[src/rtl/lut4_arb_pkg.sv]
// rtl/lut4_arb_pkg.sv - shared constants and helpers for the LUT4 arbiter
package lut4_arb_pkg;

    localparam int LUT_W  = 16;
    localparam int LUT_IN = 4;
    localparam int CNT_W  = 16;

    function automatic int clog2(input int n);
        int r;
        r = 0;
        for (int i = 0; i < 32; i++) begin
            if ((1 << r) < n) begin
                r = r + 1;
            end
        end
        return r;
    endfunction

endpackage

[src/rtl/lut4_eval.sv]
// rtl/lut4_eval.sv - combinational 4-input truth-table select
module lut4_eval
    import lut4_arb_pkg::*;
(
    input  logic [LUT_W-1:0]  init_i,
    input  logic [LUT_IN-1:0] in_i,
    output logic              z_o
);

    assign z_o = init_i[in_i];

endmodule

[src/rtl/lut4_arb.sv]
// rtl/lut4_arb.sv - round-robin arbiter sharing one LUT4 evaluator, one-deep result slot
module lut4_arb
    import lut4_arb_pkg::*;
#(
    parameter int NREQ = 4,
    parameter int IDW  = clog2(NREQ)
) (
    input  logic                    clk_i,
    input  logic                    rst_i,
    input  logic [NREQ-1:0]         req_valid_i,
    output logic [NREQ-1:0]         req_ready_o,
    input  logic [LUT_W*NREQ-1:0]   req_init_i,
    input  logic [LUT_IN*NREQ-1:0]  req_in_i,
    output logic                    rsp_valid_o,
    input  logic                    rsp_ready_i,
    output logic                    rsp_z_o,
    output logic [IDW-1:0]          rsp_id_o,
    output logic [CNT_W-1:0]        grant_cnt_o
);

    logic             valid_q, valid_d;
    logic             z_q, z_d;
    logic [IDW-1:0]   id_q, id_d;
    logic [IDW-1:0]   ptr_q, ptr_d;
    logic [CNT_W-1:0] cnt_q, cnt_d;

    logic [NREQ-1:0]   rot_w;
    logic              found_w;
    logic [IDW-1:0]    win_w;
    logic              slot_free_w;
    logic              xfer_w;
    logic [LUT_W-1:0]  sel_init_w;
    logic [LUT_IN-1:0] sel_in_w;
    logic              eval_z_w;

    // Rotate the doubled request vector so bit 0 is the requester at ptr.
    always_comb begin
        int pos;
        rot_w   = NREQ'({req_valid_i, req_valid_i} >> ptr_q);
        found_w = 1'b0;
        pos     = 0;
        for (int i = NREQ - 1; i >= 0; i--) begin
            if (rot_w[i]) begin
                found_w = 1'b1;
                pos     = int'(ptr_q) + i;
            end
        end
        if (pos >= NREQ) begin
            pos = pos - NREQ;
        end
        win_w = IDW'(pos);
    end

    assign slot_free_w = !valid_q || rsp_ready_i;
    assign xfer_w      = found_w && slot_free_w && !rst_i;
    assign req_ready_o = xfer_w ? (NREQ'(1) << win_w) : '0;

    assign sel_init_w = req_init_i[int'(win_w)*LUT_W +: LUT_W];
    assign sel_in_w   = req_in_i[int'(win_w)*LUT_IN +: LUT_IN];

    lut4_eval u_eval (
        .init_i (sel_init_w),
        .in_i   (sel_in_w),
        .z_o    (eval_z_w)
    );

    always_comb begin
        valid_d = valid_q;
        z_d     = z_q;
        id_d    = id_q;
        ptr_d   = ptr_q;
        cnt_d   = cnt_q;
        if (xfer_w) begin
            valid_d = 1'b1;
            z_d     = eval_z_w;
            id_d    = win_w;
            ptr_d   = (win_w == IDW'(NREQ - 1)) ? '0 : win_w + IDW'(1);
            cnt_d   = (cnt_q == '1) ? cnt_q : cnt_q + CNT_W'(1);
        end else if (rsp_ready_i) begin
            valid_d = 1'b0;
        end
    end

    always_ff @(posedge clk_i) begin
        if (rst_i) begin
            valid_q <= 1'b0;
            z_q     <= 1'b0;
            id_q    <= '0;
            ptr_q   <= '0;
            cnt_q   <= '0;
        end else begin
            valid_q <= valid_d;
            z_q     <= z_d;
            id_q    <= id_d;
            ptr_q   <= ptr_d;
            cnt_q   <= cnt_d;
        end
    end

    assign rsp_valid_o = valid_q;
    assign rsp_z_o     = z_q;
    assign rsp_id_o    = id_q;
    assign grant_cnt_o = cnt_q;

endmodule

[config.mk]
export PLATFORM = sky130hd
export DESIGN_NAME = lut4_arb
export DESIGN_NICKNAME = d
export VERILOG_FILES = /design/src/rtl/lut4_arb_pkg.sv /design/src/rtl/lut4_eval.sv /design/src/rtl/lut4_arb.sv
export SDC_FILE = /design/constraint.sdc
export NUM_CORES = 1
export LEC_CHECK = 0
export ABC_AREA = 1
export BUFFER_PORTS_ARGS = -buffer_cell sky130_fd_sc_hd__buf_2
export CORE_UTILIZATION = 40
export DETAILED_ROUTE_END_ITERATION = 10
export GPL_TIMING_DRIVEN = 0
export PLACE_DENSITY = 0.79
export RECOVER_POWER = 25
export SKIP_LAST_GASP = 1
export SYNTH_ARGS = -nofsm -noshare
export SYNTH_HDL_FRONTEND = slang
export SYNTH_SLANG_ARGS = --single-unit
[constraint.sdc]
create_clock -name clk_i -period 2.9 [get_ports clk_i]
set_clock_uncertainty 0.05 [all_clocks]
set_input_delay 0.145 -clock clk_i [delete_from_list [all_inputs] [get_ports clk_i]]
set_output_delay 0.145 -clock clk_i [all_outputs]
set_load 0.05 [all_outputs]
==> results.toml <==
[run_status]
status = "completed"

[placed_design]
detailedPlacementHpwl_um = 5470
io_buffers = 109
gp_congestion = 0.872

[floorplan]
start_util_pct = 41.6
die_h_um = 80.4
die_area_mm2 = 0.00647
core-area_mm2 = 0.00592
row_count = 28
io_pins = 111
die_w_um = 80.4

[global_route]
grt_max_degree = 14
grt_pass1_vias = 2718
grt_overflow = 0
antenna_found_initial = 0
grt_pass1_wl_um = 11000
grt_util_all_layers_pct = 20.8

[hold_path]
min_path_type = "in -> reg"
worstHoldStart = "rsp_ready_i"
whs_path_depth = 4
min_to = "rsp_valid_o"

[detailed_routing]
first_pass_iters = 5
detail-route-antenna-nets = 0
drc_errors = 0
wl_um = 6820
viasPerCell = 4.82
num_vias = 3054
avgRoutedWirePerCell_um = 10.8
drt_iter0_drc = 136

[sta]
max_slew_margin_pct = 57.8
final_hold_viol_count = 0
finalSetupViolations = 0
setup_tns_ps = 0
period_share_pct = 89.2
slew_violations = 0
worst_pin_slew_ps = 636
timing.fmax_mhz = 387
holdWs_ps = 232
min_period_ps = 2590
rsz0062_at_grt = "no"

[clocking]
clk_path_buf_depth = 2
ctsResizeCount = 0
cts_root_buf = "clkbuf_8"
htreeDepth = 1
cts.sinks = 22
insertion_delay_ps = 260
clk_pin_slew_ps = 80
cts_tree = "built"
postCtsHoldBufs = 0
cts_setup_buffers = 0
cts_made_buffers = 3

[final_layout]
finish.utilization_pct = 53.3
diodes = 0
drive_above_1_share_pct = 26.7
final_cell_mix = "nand2_1 (168), buf_2 (105), inv_1 (72)"
fillers = 651
final_common_cell = "nand2_1"
area_growth_pct = 28.3
fin_nets = 651

[synth]
synth_area_leaders = "nand2_1 (26%), dfxtp_1 (18%), nand3_1 (13%)"
yosysUniqueCellTypes = 33
synth_top_area_cell = "nand2_1"
ys_seq_elements = 22
synthCells = 445
seq_area_frac_synth_pct = 17.9
syn-cell-area_mm2 = 0.00246
synth_area_per_cell_um2 = 5.53
synth.top_cell.area_share_pct = 25.6
syn-num-nets = 537
yosysWarnings = 0

[setup_path]
ff2ff_path_depth = 17
cp.depth = 12
worstPathCellList = "inv_2, nand2_2, nand3_1, nand2_1, inv_2, nand3_2, nand2_2, buf_2, ha_1, inv_1, nor2_1, buf_2"
cp-end-kind = "primary output"
arrival_ps = 2390
timing.rr.end = "rsp_z_o"
criticalPathCategory = "reg -> out"
cp_num_buf_inv = 5
critPathMaxStageDelay_ps = 340
crit_fanout = 11
regToRegSetupSlack_ps = 560
cp.required_ps = 2710
crit-reg2reg-launch = "ptr_q[0]"
worstSetupStartpointType = "register"
critPathSlowestCell = "dfxtp_1"
crit_family = "buffers and inverters"

[flow_run]
cap_viol_max_count = 0

[pwr]
power.leakage_uw = 0.00184
peakVddDrop_mv = 0.331
power_density_mw_per_mm2 = 732
stage by stage:
stage | power [uW] | cells | area (um^2) | setup WS (ps)
after floorplan | 1670 | 445 | 2460 | 601
final | 2310 | 633 | 3160 | 314
after global routing | 2570 | 633 | 3160 | 128
after CTS | 2330 | 633 | 3170 | 333
after global placement | 2020 | 629 | 3100 | 646
after detailed placement | 2040 | 629 | 3100 | 592
cell usage after synthesis:
cell and number:
nand2_1 168, clkbuf_1 2, nand3_2 5, o211a_1 1, o21ai_2 3, inv_2 4, nor2_2 2, nor3_2 1
o21a_1 1, buf_6 7, nand4_1 2, nand3b_1 1, or2_2 1, inv_1 72, ha_1 5, o21ai_0 12
o211ai_1 2, a21oi_1 15, nor3_4 1, o21ai_1 3, nor3_1 8, nor2_1 14, nand2_4 5, nand3_1 65
xor2_1 2, buf_4 1, dfxtp_1 22, a221oi_1 1, nor3b_1 1, a21boi_4 1, nand2_2 9, or2_1 1
buf_2 7
worst max-delay path by stage:
stage	endpoint	startpoint
after floorplan	req_ready_o[1]	ptr_q[0]
after global placement	rsp_z_o	ptr_q[0]
after detailed placement	rsp_z_o	ptr_q[0]
after CTS	req_ready_o[3]	ptr_q[0]
after global routing	req_ready_o[3]	ptr_q[0]
final	req_ready_o[3]	ptr_q[0]
logic make-up after synthesis:
kind of cell	after synthesis	share of synthesized area, %
and+or+nand+nor	284	52.4
buffers and inverters	93	16.8
AOI/OAI and AO/OA	39	9.61
DFF	22	17.9
adders and majority gates	5	2.54
xor gates and xnor gates	2	0.712
power breakdown:
group,internal (uW),switching (uW)
logic,597,1090
registers,325,16.9
clock network,184,96.5
total,1110,1200
registers in the layout, indices dropped and copies added, names as in the netlist:
name / cells
rsp_valid_o: 1
rsp_z_o: 1
ptr_q: 2
rsp_id_o: 2
grant_cnt_o: 16
layout make-up:
class	count	area, um^2	share of cell area, %
multi-input cells	330	1610	50.9
repair buffers	109	532	16.8
flip-flops and latches	22	440	13.9
inverters	76	285	9.03
plain buffers	17	129	4.08
well taps	75	93.8	2.97
clock buffers	3	41.3	1.31
clock inverters	1	30.0	0.951
worst register-to-register path, stage by stage, from the launching register on:
cell      delay, ps
dfxtp_1         380
buf_6           170
nand2_1          60
nand2_1         100
nand2_2          80
nand2_1          90
nand3_2         100
a21boi_4        340
nand3_1         160
nand2_2         190
nand2_1          70
nand2_1          90
nand2_1          60
nand3_1          90
nand3_1          80
nand2_1          70
nand2_1          50
nand2_1          60
metal layers:
metal / global-route usage [%] / routed length (um)
met2: 40.4 / 3320
met3: 2.05 / 510
met5: 0 / 0
met1: 23.7 / 2910
met4: 5.71 / 80
Note: power is estimated with default switching activity, not from simulation.
